<file path="config.mk">
export PLATFORM = sky130hd
export DESIGN_NAME = cb_arbiter_2x1
export DESIGN_NICKNAME = d
export VERILOG_FILES = /design/src/rtl/utils_pkg.sv /design/src/rtl/cb_id_fifo.sv /design/src/rtl/cb_arbiter_2x1.sv
export SDC_FILE = /design/constraint.sdc
export NUM_CORES = 1
export LEC_CHECK = 0
export CAP_MARGIN = 40
export CORE_AREA = 2 2 175 177
export DETAILED_ROUTE_END_ITERATION = 16
export DIE_AREA = 0 0 177 179
export DONT_BUFFER_PORTS = 1
export GPL_TIMING_DRIVEN = 0
export PLACE_DENSITY = 0.3
export SYNTH_ARGS = -nofsm -noshare
export SYNTH_HDL_FRONTEND = slang
export SYNTH_SLANG_ARGS = --single-unit
</file>
<file path="constraint.sdc">
create_clock -name clk -period 1.95 [get_ports clk]
set_input_delay 0.2925 -clock clk [delete_from_list [all_inputs] [get_ports clk]]
set_output_delay 0.2925 -clock clk [all_outputs]
set_load 0.01 [all_outputs]
</file>
<file path="src/rtl/utils_pkg.sv">
// utils_pkg: shared core-bus types, constants and the round-robin pick helper
//   cb_master_id_t : 1-bit requester ID (CB_M0 = fetch, CB_M1 = LSU)
//   CB_MAX_OT      : default outstanding transactions per channel
//   s_cb_mosi_t    : requester/master -> slave bundle
//   s_cb_miso_t    : slave -> requester/master bundle
package utils_pkg;
  typedef logic cb_master_id_t;
  localparam cb_master_id_t CB_M0 = 1'b0;
  localparam cb_master_id_t CB_M1 = 1'b1;
  localparam int CB_MAX_OT = 2;
  typedef struct packed {
    logic [31:0] rd_addr;
    logic [1:0]  rd_size;
    logic        rd_addr_valid;
    logic        rd_ready;
    logic [31:0] wr_addr;
    logic [1:0]  wr_size;
    logic        wr_addr_valid;
    logic [31:0] wr_data;
    logic [3:0]  wr_strobe;
    logic        wr_data_valid;
    logic        wr_resp_ready;
  } s_cb_mosi_t;
  typedef struct packed {
    logic        rd_addr_ready;
    logic [31:0] rd_data;
    logic [1:0]  rd_resp;
    logic        rd_valid;
    logic        wr_addr_ready;
    logic        wr_data_ready;
    logic        wr_resp_valid;
    logic        wr_resp_error;
  } s_cb_miso_t;
  // A tie goes to whoever was not granted last; otherwise the lone requester wins.
  function automatic cb_master_id_t cb_rr_pick(input logic v0, input logic v1, input cb_master_id_t last);
    return (v0 && v1) ? ~last : (v1 ? CB_M1 : CB_M0);
  endfunction
endpackage

</file>
<file path="src/rtl/cb_id_fifo.sv">
// cb_id_fifo: small FIFO of requester IDs used to route responses in order
//   clk, rst (async, active-low) ; push/push_id write side ; pop read side
//   head : ID at the front (valid only when !empty) ; full, empty : occupancy flags
module cb_id_fifo
  import utils_pkg::*;
#(
  parameter int DEPTH = CB_MAX_OT
) (
  input  logic          clk,
  input  logic          rst,
  input  logic          push,
  input  cb_master_id_t push_id,
  input  logic          pop,
  output cb_master_id_t head,
  output logic          full,
  output logic          empty
);
  localparam int PW = DEPTH > 1 ? $clog2(DEPTH) : 1;
  localparam int CW = $clog2(DEPTH + 1);
  cb_master_id_t mem [DEPTH];
  logic [PW-1:0] wr_ptr, rd_ptr;
  logic [CW-1:0] cnt;
  logic do_push, do_pop;
  function automatic logic [PW-1:0] nxt(input logic [PW-1:0] p);
    return (p == PW'(DEPTH - 1)) ? '0 : p + PW'(1);
  endfunction
  assign empty   = cnt == '0;
  assign full    = cnt == CW'(DEPTH);
  assign do_pop  = pop & ~empty;
  // A pop frees the slot in the same cycle, so a push at full is accepted alongside it.
  assign do_push = push & (~full | do_pop);
  assign head    = mem[rd_ptr];
  always_ff @(posedge clk or negedge rst)
    if (!rst) begin
      wr_ptr <= '0;
      rd_ptr <= '0;
      cnt    <= '0;
    end else begin
      wr_ptr <= do_push ? nxt(wr_ptr) : wr_ptr;
      rd_ptr <= do_pop ? nxt(rd_ptr) : rd_ptr;
      cnt    <= cnt + CW'(do_push) - CW'(do_pop);
    end
  always_ff @(posedge clk)
    if (do_push) mem[wr_ptr] <= push_id;
endmodule

</file>
<file path="src/rtl/cb_arbiter_2x1.sv">
// cb_arbiter_2x1: two-requester core-bus arbiter onto one shared slave
//   clk, rst (async, active-low)
//   m0_cb_mosi_i / m0_cb_miso_o : requester 0 (instruction fetch)
//   m1_cb_mosi_i / m1_cb_miso_o : requester 1 (LSU)
//   s_cb_mosi_o / s_cb_miso_i   : shared slave bus
module cb_arbiter_2x1
  import utils_pkg::*;
#(
  parameter int MAX_OT = CB_MAX_OT
) (
  input  logic       clk,
  input  logic       rst,
  input  s_cb_mosi_t m0_cb_mosi_i,
  output s_cb_miso_t m0_cb_miso_o,
  input  s_cb_mosi_t m1_cb_mosi_i,
  output s_cb_miso_t m1_cb_miso_o,
  output s_cb_mosi_t s_cb_mosi_o,
  input  s_cb_miso_t s_cb_miso_i
);
  cb_master_id_t rd_last, wr_last, rd_lock_id, wr_lock_id, rd_gnt, wr_gnt;
  cb_master_id_t rd_head, wd_head, wr_head;
  logic rd_lock, wr_lock, rd_gv, wr_gv, rd_open, wr_open, rd_hs, wr_hs;
  logic rd_full, rd_empty, wd_full, wd_empty, wr_full, wr_empty;
  logic rd_s_ready, wr_s_ready, wd_valid, rd_pop, wd_pop, wr_pop;
  s_cb_mosi_t rd_src, wr_src, wd_src;
  s_cb_miso_t m_miso [2];
  assign rd_gnt = rd_lock ? rd_lock_id : cb_rr_pick(m0_cb_mosi_i.rd_addr_valid, m1_cb_mosi_i.rd_addr_valid, rd_last);
  assign wr_gnt = wr_lock ? wr_lock_id : cb_rr_pick(m0_cb_mosi_i.wr_addr_valid, m1_cb_mosi_i.wr_addr_valid, wr_last);
  assign rd_src = rd_gnt ? m1_cb_mosi_i : m0_cb_mosi_i;
  assign wr_src = wr_gnt ? m1_cb_mosi_i : m0_cb_mosi_i;
  assign wd_src = wd_head ? m1_cb_mosi_i : m0_cb_mosi_i;
  assign rd_gv  = rd_src.rd_addr_valid;
  assign wr_gv  = wr_src.wr_addr_valid;
  // Address channels close during reset and whenever no ID slot is free to route the reply.
  assign rd_open = rst & ~rd_full;
  assign wr_open = rst & ~wd_full & ~wr_full;
  assign rd_hs   = rd_gv & rd_open & s_cb_miso_i.rd_addr_ready;
  assign wr_hs   = wr_gv & wr_open & s_cb_miso_i.wr_addr_ready;
  // With nobody expecting a response, the slave is drained and the beat dropped.
  assign rd_s_ready = rd_empty | (rd_head ? m1_cb_mosi_i.rd_ready : m0_cb_mosi_i.rd_ready);
  assign wr_s_ready = wr_empty | (wr_head ? m1_cb_mosi_i.wr_resp_ready : m0_cb_mosi_i.wr_resp_ready);
  assign wd_valid   = ~wd_empty & wd_src.wr_data_valid;
  assign rd_pop     = ~rd_empty & s_cb_miso_i.rd_valid & rd_s_ready;
  assign wr_pop     = ~wr_empty & s_cb_miso_i.wr_resp_valid & wr_s_ready;
  assign wd_pop     = wd_valid & s_cb_miso_i.wr_data_ready;
  always_comb begin
    s_cb_mosi_o               = '0;
    s_cb_mosi_o.rd_addr       = rd_src.rd_addr;
    s_cb_mosi_o.rd_size       = rd_src.rd_size;
    s_cb_mosi_o.rd_addr_valid = rd_gv & rd_open;
    s_cb_mosi_o.rd_ready      = rd_s_ready;
    s_cb_mosi_o.wr_addr       = wr_src.wr_addr;
    s_cb_mosi_o.wr_size       = wr_src.wr_size;
    s_cb_mosi_o.wr_addr_valid = wr_gv & wr_open;
    s_cb_mosi_o.wr_data       = wd_src.wr_data;
    s_cb_mosi_o.wr_strobe     = wd_src.wr_strobe;
    s_cb_mosi_o.wr_data_valid = wd_valid;
    s_cb_mosi_o.wr_resp_ready = wr_s_ready;
  end
  always_comb begin
    for (int i = 0; i < 2; i++) begin
      m_miso[i]               = '0;
      m_miso[i].rd_addr_ready = rd_open & (rd_gnt == cb_master_id_t'(i)) & s_cb_miso_i.rd_addr_ready;
      m_miso[i].rd_data       = s_cb_miso_i.rd_data;
      m_miso[i].rd_resp       = s_cb_miso_i.rd_resp;
      m_miso[i].rd_valid      = ~rd_empty & (rd_head == cb_master_id_t'(i)) & s_cb_miso_i.rd_valid;
      m_miso[i].wr_addr_ready = wr_open & (wr_gnt == cb_master_id_t'(i)) & s_cb_miso_i.wr_addr_ready;
      m_miso[i].wr_data_ready = ~wd_empty & (wd_head == cb_master_id_t'(i)) & s_cb_miso_i.wr_data_ready;
      m_miso[i].wr_resp_valid = ~wr_empty & (wr_head == cb_master_id_t'(i)) & s_cb_miso_i.wr_resp_valid;
      m_miso[i].wr_resp_error = s_cb_miso_i.wr_resp_error;
    end
  end
  assign m0_cb_miso_o = m_miso[0];
  assign m1_cb_miso_o = m_miso[1];
  // The grant stays with a requester whose address is pending until the slave takes it.
  always_ff @(posedge clk or negedge rst)
    if (!rst) begin
      rd_lock    <= 1'b0;
      wr_lock    <= 1'b0;
      rd_lock_id <= CB_M0;
      wr_lock_id <= CB_M0;
      rd_last    <= CB_M0;
      wr_last    <= CB_M0;
    end else begin
      rd_lock    <= rd_gv & ~rd_hs;
      wr_lock    <= wr_gv & ~wr_hs;
      rd_lock_id <= rd_gnt;
      wr_lock_id <= wr_gnt;
      rd_last    <= rd_hs ? rd_gnt : rd_last;
      wr_last    <= wr_hs ? wr_gnt : wr_last;
    end
  cb_id_fifo #(.DEPTH(MAX_OT)) u_rd_fifo (
    .clk(clk), .rst(rst), .push(rd_hs), .push_id(rd_gnt), .pop(rd_pop),
    .head(rd_head), .full(rd_full), .empty(rd_empty)
  );
  cb_id_fifo #(.DEPTH(MAX_OT)) u_wd_fifo (
    .clk(clk), .rst(rst), .push(wr_hs), .push_id(wr_gnt), .pop(wd_pop),
    .head(wd_head), .full(wd_full), .empty(wd_empty)
  );
  cb_id_fifo #(.DEPTH(MAX_OT)) u_wr_fifo (
    .clk(clk), .rst(rst), .push(wr_hs), .push_id(wr_gnt), .pop(wr_pop),
    .head(wr_head), .full(wr_full), .empty(wr_empty)
  );
endmodule

</file>
# After elaboration in Yosys (flattened, before gate mapping)
# Memory sizes are Yosys's and may differ from the RTL's.
# Index checks and enable logic that the tools add are counted.
[word_totals] ramBits=6 register_bits=18 output_inout_bits=189 n_memories=3
[classes] addsub=12 mux=23 n_eq_ne=3 bitwise=61 reduce_logical=5
[memory_table] name="u_rd_fifo.mem" words=2 width=1 rd=1 rd_ports_with_merged_regs=0 wr=1 line_no="cb_id_fifo.sv:20" text="cb_master_id_t mem [DEPTH];"
[memory_table] name="u_wd_fifo.mem" words=2 width=1 rd=1 rd_ports_with_merged_regs=0 wr=1 line_no="cb_id_fifo.sv:20"
[memory_table] name="u_wr_fifo.mem" words=2 width=1 rd=1 rd_ports_with_merged_regs=0 wr=1 line_no="cb_id_fifo.sv:20"
[op_table] op="109-bit two-way mux" n=1
[op_table] op="73-bit two-way mux" n=1
[op_table] op="1-bit AND" n=41
[op_table] op="38-bit two-way mux" n=1
[op_table] op="1-bit two-way mux" n=20
[op_table] op="1-bit NOT" n=15
[op_table] op="1-bit adder, second input constant" n=6
[op_table] op="2-bit by 1-bit adder with 2-bit output" n=3
[op_table] op="2-bit equality test, second input constant" n=3
[op_table] op="2-bit zero test" n=3
[op_table] op="2-bit by 1-bit subtractor with 2-bit output" n=3
[op_table] op="1-bit OR" n=5
[op_table] op="1-bit logical AND" n=2

# Depth between registers and ports, before layout
# Gate-level depths: netlist of the first run.
[logic_depth] ltp_word=9 mapped_depth=8 ltp_nobuf=8

# Cells and area by module
# A second synthesis of the first run with hierarchy kept.
[hier_totals] hier_cells=324 area_unflattened_um2=3243.1
[by_module_without_submodules] module="cb_arbiter_2x1" instances=1 cells_each=243 seq_area_each_um2=150.1 area_per_inst_um2=2316.0
[by_module_without_submodules] module="cb_id_fifo" instances=3 cells_each=27 seq_area_each_um2=160.2 area_per_inst_um2=309.0

# Worst setup path after synthesis of the first run
# No wires, ideal clock.
[synth_path] path_kind="register to register" start="reg u_wd_fifo.rd_ptr" end="reg u_wd_fifo.cnt[1]" arrival_ns=1.729 synth_period_minus_slack_ns=1.852 slack_ns=0.098 path_stages_with_launch=9 setup_ns=0.123 path_buffers=0 path_cell_list="dfrtp_1 mux2i_2 mux2i_1 nor2_2 ha_1 inv_1 ha_1 xnor2_1 xnor2_1"
[synth_between] elab_chain_cells=9
[synth_lines] item="start, declared" line_no="cb_id_fifo.sv:21" text="logic [PW-1:0] wr_ptr, rd_ptr;"
[synth_lines] item="start signal, assigned" line_no="cb_id_fifo.sv:40" text="rd_ptr <= do_pop ? nxt(rd_ptr) : rd_ptr;"
[synth_lines] item="memory 2 x 1 bit (*)"
[synth_lines] item="38-bit two-way mux (*)" line_no="cb_arbiter_2x1.sv:31" text="assign wd_src = wd_head ? m1_cb_mosi_i : m0_cb_mosi_i;"
[synth_lines] item="1-bit AND (*)" line_no="cb_arbiter_2x1.sv:42" text="assign wd_valid = ~wd_empty & wd_src.wr_data_valid;"
[synth_lines] item="1-bit AND (*)" line_no="cb_arbiter_2x1.sv:45" text="assign wd_pop = wd_valid & s_cb_miso_i.wr_data_ready;"
[synth_lines] item="1-bit AND (*)" line_no="cb_id_fifo.sv:29" text="assign do_pop = pop & ~empty;"
[synth_lines] item="via u_wd_fifo.do_pop" line_no="cb_id_fifo.sv:23" text="logic do_push, do_pop;"
[synth_lines] item="1-bit OR" line_no="cb_id_fifo.sv:31" text="assign do_push = push & (~full | do_pop);"
[synth_lines] item="1-bit AND" line_no="cb_id_fifo.sv:31"
[synth_lines] item="2-bit by 1-bit adder with 2-bit output" line_no="cb_id_fifo.sv:41" text="cnt <= cnt + CW'(do_push) - CW'(do_pop);"
[synth_lines] item="2-bit by 1-bit subtractor with 2-bit output (*)" line_no="cb_id_fifo.sv:41"
[synth_lines] item="end signal, assigned" line_no="cb_id_fifo.sv:41"
[synth_lines] item="end, declared" line_no="cb_id_fifo.sv:22" text="logic [CW-1:0] cnt;"
# Mark *: on every way through the listed nets, which the timed path passes. The rest lies on a longest branch.
# A chain may end at the register's enable or synchronous reset.

==> results of run 1 <==
==> state kept, by name, indices dropped and copies added, names as in the netlist <==
signal            flops
rd_last               1
rd_lock               1
rd_lock_id            1
u_rd_fifo.cnt         2
u_rd_fifo.mem         2
u_rd_fifo.rd_ptr      1
u_rd_fifo.wr_ptr      1
u_wd_fifo.cnt         2
u_wd_fifo.mem         2
u_wd_fifo.rd_ptr      1
u_wd_fifo.wr_ptr      1
u_wr_fifo.cnt         2
u_wr_fifo.mem         2
u_wr_fifo.rd_ptr      1
u_wr_fifo.wr_ptr      1
wr_last               1
wr_lock               1
wr_lock_id            1
==> layout by cell type (no fill, tap or decap), types with 2 or more instances in the layout <==
cell type	netlist	final
nor2_1	15	14
buf_12	0	6
xnor2_1	6	3
mux2_4	8	28
mux2i_1	5	2
xor2_1	6	6
o2bb2ai_1	2	2
a21boi_0	2	2
buf_4	73	85
and2_1	3	3
nor2_2	2	2
clkbuf_16	0	6
edfxtp_1	6	6
buf_8	0	2
nor2b_1	4	4
o21ai_0	5	4
nor3_1	4	4
nand2_1	4	2
inv_2	0	3
ha_1	6	2
buf_6	9	4
dfrtp_1	18	17
nand2_2	1	2
ha_4	0	3
inv_1	11	8
xnor2_2	0	3
mux2_2	96	76
mux2i_4	0	3
nand2b_1	4	4
==> kinds of logic (layout without fill, tap and decap cells) <==
logic type	after synthesis	after routing	synth area share, %
fa+ha+maj	6	6	2.41
flops	24	24	20.2
simple gates	42	43	7.11
buf+inv	94	116	22.3
xor+xnor	12	12	3.37
compound gates	16	16	3.90
mux	110	110	40.6
==> critical path: stages, from the launching register on <==
cell       delay, ps
dfrtp_1          410
mux2i_4          270
buf_12           150
buf_12           150
clkbuf_16        160
mux2_4           340
==> layer usage <==
layer / up-vias / wire, um / GRT usage (%)
li1: 1024 / - / -
met5: - / 8 / 0
met2: 245 / 6420 / 11.7
met3: 7 / 1060 / 1.06
met1: 1082 / 4710 / 7.32
met4: 2 / 81 / 1.48
==> cell type report <==
type	instances	share of cell area, %
flip-flops and latches	24	15.0
clock inverters	1	0.714
clock buffers	3	1.79
plain buffers	83	16.5
well taps	396	11.8
inverters	11	0.982
repair buffers	18	5.30
multi-input cells	187	47.9
==> path summary, 6_finish.rpt <==
check	end	cells after the start	slack, ps	start
max in group asynchronous	rd_lock$_DFF_PN0_	2	1240	rst
worst min register to register	u_wd_fifo.wr_ptr$_DFFE_PN0N_	1	480	u_wd_fifo.wr_ptr$_DFFE_PN0N_
worst max-delay path	s_cb_mosi_o[3]	5	-90	u_wd_fifo.rd_ptr$_DFFE_PN0P_
min in group asynchronous	u_rd_fifo.cnt[0]$_DFF_PN0_	1	310	rst
worst min-delay path	wr_lock$_DFF_PN0_	1	100	s_cb_miso_i[3]
worst max register to register	u_wd_fifo.cnt[1]$_DFF_PN0_	9	-30	u_wd_fifo.rd_ptr$_DFFE_PN0P_
==> through the flow <==
step           cell area (um^2)  setup slack (ps)  std cells  util (%)
2_1_floorplan              3110              97.8        304         -
3_3_place_gp               3610              -442        700      12.0
3_5_place_dp               3610              -451        700      12.0
4_1_cts                    3970              -101        712      13.2
5_1_grt                    4200              -149        723      14.0
6_report                   4200             -88.1        723      14.0
==> power groups by stage <==
stage / sequential (W) / clock [W] / combinational (W)
after global routing: 0.000973 / 0.000654 / 0.00377
after global placement: 0.000919 / 0 / 0.00283
final: 0.000939 / 0.000613 / 0.00348
after floorplan: 0.000883 / 0 / 0.00236
after detailed placement: 0.000927 / 0 / 0.00283
after CTS: 0.000928 / 0.000636 / 0.00321
==> timing repair <==
item,4_1_cts,5_1_grt
hold endpoints to repair,18,0
gates cloned,0,4
setup buffers,7,6
resized for setup,38,20
pin swaps,6,9
hold buffers,1,0
setup endpoints to repair,100,73
==> impl_results.md, run 1 <==
* Sequential-to-total area share from yosys stat at between 20% and 30%
* Die area at 31,700 um^2
* Synth Cell Area at 3110 um^2
* Slack of the critical path at -88.1 ps
* GRT Residual Overflow at 0
* Post-synth EDFFs at 6
* Yosys cell types at 35
* Final Skew at 3.20 ps
* Largest net degree at the start of global routing at 19
* Number of cell rows at between 60 and 70
* Failing checks: negative setup slack
* All-Layer GR Usage at 6.25%
* Starting density of the core at 10.4%
* Initial antenna violation count at 1
* Seq pwr share at 18.6%
* Most common flop cell mapped by yosys: dfrtp_1
* HPWL after DPL at 10.5 mm
* Synth Warn # at 0
* Residual DRC count at 0
* Count leader, synth: mux2_2
* Worst skew pair latency at ~270 ps
* Sw Pwr at 0.00209 W
* H-Tree Depth at 1
* Routed Antenna Nets at 0
* Pwr Density at 1200 nW/um^2
* Arrival time at the worst endpoint at 1750 ps
* Area Overhead vs Synth at 35.0%
* CTS Buf Count at 3
* Synth cell count leaders: mux2_2 (96), buf_4 (73), dfrtp_1 (18), nor2_1 (15), inv_1 (11)
* Yosys reg bits at 24
* CTS clock-pin slew for the worst setup and hold paths at 70 ps
* Final Max Tran Viols at 0
* Via/cell ratio at 3.26
* Die Ht at 179 um
* Max Fclk at approximately 490 MHz
* Worst slew pin tran at 460 ps
* NumNets Final at 594
* Worst slew margin at approximately 69%
* Crit Path Class: flop to output port
* Mean Syn Cell Area at 10.2 um^2
* Leak pwr at about 1.7 nW
* Hold/Removal Path Class: input pin to flop
* Max_cap viols at 0
* Crit path launch type: flop
* Synth Net Count at 570
* Final worst path period need at slightly above 2000 ps
* Worst-path fanout max at 12
* Register area at 632 um^2
* Asr flop ratio synth at 75.0%
* Die width at 177 um
* Root Driver: clkbuf_16
* Drt pass-1 iters at 4
* CTS tree: built
* Synth top area share at 34.7%
* Ant. Diodes at 0
* First-pass GRT wire length at 13.9 mm
* Internal power at 0.00295 W
* Core area at 30,000 um^2
* Buffers on Ports at 0
* Clock power share at 12.2%
* WL/cell at 17.0 um
* Vias at 2,360
* Comb power frac at just under 70%
* CTS Sinks at 24
* Switching portion of total power at 41.4%
* Design Power at around 0.0050 W
* Drt initial violations at 40
* Share of layout cells above drive strength 1 at 72.2%
* Final TNS setup at -1390 ps
* Placer Congestion at approximately 0.65
* Top cell type by total area after synthesis: mux2_2
* Setup violators final at 29
* Unrepaired setup endpoints after global routing: true
* Area of the multi-input gates at between 2000 and 2500 um^2
* Setup crit end kind: output port
* Cells after Synth at 304
* Final wirelength at 12.3 mm
* I/O Pins at 449
* Bufs on Longest Clock Path at 2
* # fillers at 3,345
* Outcome: complete, but fails checks
* Largest cells by area after synthesis: mux2_2 (35%), buf_4 (18%), dfrtp_1 (14%)
* Final hold violations at 0
* Worst IR drop on VDD at a little over 400 uV
* Required time worst endpoint at ~1700 ps
* Vias in the first global route at 2,205
* Hold_ws at 101 ps
* Crit share post-route at 105%
Power figures use the tool's default switching activity.
==> inputs of run 2 (changes only) <==
--- a/config.mk
+++ b/config.mk
@@ -11,7 +11,6 @@
 export DIE_AREA = 0 0 177 179
 export DONT_BUFFER_PORTS = 1
 export GPL_TIMING_DRIVEN = 0
-export PLACE_DENSITY = 0.3
 export SYNTH_ARGS = -nofsm -noshare
 export SYNTH_HDL_FRONTEND = slang
 export SYNTH_SLANG_ARGS = --single-unit
==> impl_results.md, run 2 (same netlist as run 1, synthesis figures left out) <==
* HPWL after DPL at 14.5 mm
* Hold Crit Start: s_cb_miso_i[3]
* # fillers at 3,356
* Final design utilization at 14.3%
* First-pass GRT wire length at about 19 mm
* Comb power frac at 71.0%
* Worst IR drop on VDD at 424 uV
* Worst reg2reg path depth at 10
* NumNets Final at between 500 and 600
* Buf/Inv on CP at 3
* CTS tree: built
* FF-to-FF setup slack at -160 ps
* Seq pwr share at 17.5%
* Crit Path Class: flop to flop
* Final wirelength at 16.2 mm
* Final Max Tran Viols at 0
* Pwr Density at 1240 nW/um^2
* H-Tree Depth at 1
* Residual DRC count at 0
* Slack of the critical path at -157 ps
* CTS Buf Count at 3
* R2r endpoint: u_wd_fifo.cnt[1]$_DFF_PN0_
* Arrival time at the worst endpoint at 2260 ps
* Die area at 31,700 um^2
* Max_cap viols at 0
* Setup crit end kind: flop
* Placer Congestion at 0.873
* All-Layer GR Usage at 9.07%
* Core area at 30,000 um^2
* Outcome: complete, but fails checks
* Setup crit start: u_wd_fifo.rd_ptr$_DFFE_PN0P_
* Number of cell rows at 64
* Internal power at just over 0.003 W
* Vias in the first global route at 2,289
* Hold depth at 1
* Required time worst endpoint at 2100 ps
* Largest net degree at the start of global routing at 19
* CTS Sinks at 24
* Crit path largest cell delay at 400 ps
* CP top delay family: multiplexers
* Buffers on Ports at 0
* Crit path launch type: flop
* Bufs on Longest Clock Path at 2
* Final hold violations at 0
* Failing checks: negative setup slack
* WL/cell at ~22 um
* Fin area at around 4300 um^2
* Most common cell after layout, fill and taps aside: buf_4
* Die width at 177 um
* Final worst path period need at 2110 ps
* DP Cell Count at 700
* Critical-path top delay cell: dfrtp_1
* Final Skew at about 5 ps
* Leak pwr at 1.83 nW
* I/O Pins at 449
* Drt pass-1 iters at 4
* Via/cell ratio at 3.37
* Crit share post-route at 108%
* Drt initial violations at 53
* Die Ht at 179 um
* Switching portion of total power at between 40% and 50%
* Area Overhead vs Synth at 38.2%
* Hold/Removal Path Class: input pin to flop
* Worst-path fanout max at 3
* Worst slew margin at between 50% and 60%
* Place WS at -859 ps
* Vias at 2,458
* Worst r2r src: u_wd_fifo.rd_ptr$_DFFE_PN0P_
* Initial antenna violation count at 4
* Worst slew pin tran at 691 ps
* GRT Residual Overflow at 0
* CP Depth at 10
* Max Fclk at 475 MHz
* Setup violators final at 39
* CTS clock-pin slew for the worst setup and hold paths at 70 ps
* Sw Pwr at 0.00231 W
* Routed Antenna Nets at 0
* Critical path cell sequence: mux2i_4, buf_12, mux2i_4, buf_12, nor2_4, ha_4, inv_2, ha_4, xnor2_2, xnor2_1
* Post-route insts no fill at 729
* Placed cell areas at 3610 um^2
* Share of layout cells above drive strength 1 at between 70 and 80%
* Hold endpoint: wr_lock$_DFF_PN0_
* Register area at around 630 um^2
* Starting density of the core at about 10%
* Unrepaired setup endpoints after global routing: true
* Worst skew pair latency at roughly 270 ps
* Root Driver: clkbuf_16
* Clock power share at 11.5%
* Area of the multi-input gates at 2090 um^2
* Leading cell types in the layout, fill and taps excluded: buf_4 (89), mux2_4 (54), mux2_2 (50)
[run 2: cell type report]
| type | instances | share of cell area, % |
|---|---|---|
| Antenna cell | 3 | 0.174 |
| Buffer | 83 | 16.3 |
| Clock buffer | 3 | 1.74 |
| Clock inverter | 1 | 0.698 |
| Inverter | 11 | 0.960 |
| Multi-Input combinational cell | 186 | 48.7 |
| Sequential cell | 24 | 14.7 |
| Tap cell | 396 | 11.5 |
| Timing Repair Buffer | 22 | 5.23 |
[run 2: how the worst max path moves through the flow]
stage                     slack, ps                          to
final                          -160  u_wd_fifo.cnt[1]$_DFF_PN0_
after global routing           -230  u_wd_fifo.cnt[1]$_DFF_PN0_
after CTS                      -170  u_wd_fifo.cnt[1]$_DFF_PN0_
after detailed placement       -860  u_wd_fifo.cnt[1]$_DFF_PN0_
after global placement         -820  u_wd_fifo.cnt[1]$_DFF_PN0_
after floorplan                 100  u_wd_fifo.cnt[1]$_DFF_PN0_
[run 2: routing by layer]
metal | track usage, % | wire, um | vias up
li1 | - | - | 1034
met1 | 9.01 | 5350 | 1120
met2 | 18.7 | 8950 | 279
met4 | 3.62 | 539 | 0
met3 | 1.12 | 1390 | 25
met5 | 0 | 0 | -
[run 2: power groups by stage]
stage          Sequential (W)  Clock, W  Combinational, W
5_1_grt              0.000963  0.000655           0.00410
4_1_cts              0.000928  0.000640           0.00363
3_5_place_dp         0.000928         0           0.00311
3_3_place_gp         0.000915         0           0.00307
2_1_floorplan        0.000883         0           0.00236
6_report             0.000937  0.000617           0.00380
[run 2: stage by stage]
step	TNS, ps	hold WS (ps)	power, W
2_1_floorplan	0	-3.09	0.00324
3_3_place_gp	-5090	-2.49	0.00399
3_5_place_dp	-6000	-2.73	0.00403
4_1_cts	-4240	96.0	0.00520
5_1_grt	-7350	102	0.00572
6_report	-4820	102	0.00535
[run 2: worst reg2reg max path: stages, from the launching register on]
cell     delay [ps]
dfrtp_1         400
mux2i_4         270
buf_12          140
mux2i_4         240
buf_12          140
nor2_4           50
ha_4            290
inv_2            40
ha_4            150
xnor2_2         130
xnor2_1         140
[run 2: repair_timing]
item | 4_1_cts | 5_1_grt
hold endpoints to repair | 18 | 0
hold buffers | 1 | 0
resized for setup | 48 | 39
setup endpoints to repair | 100 | 102
buffers inserted | 11 | 8
pin swaps | 8 | 12
gates cloned | 1 | 0
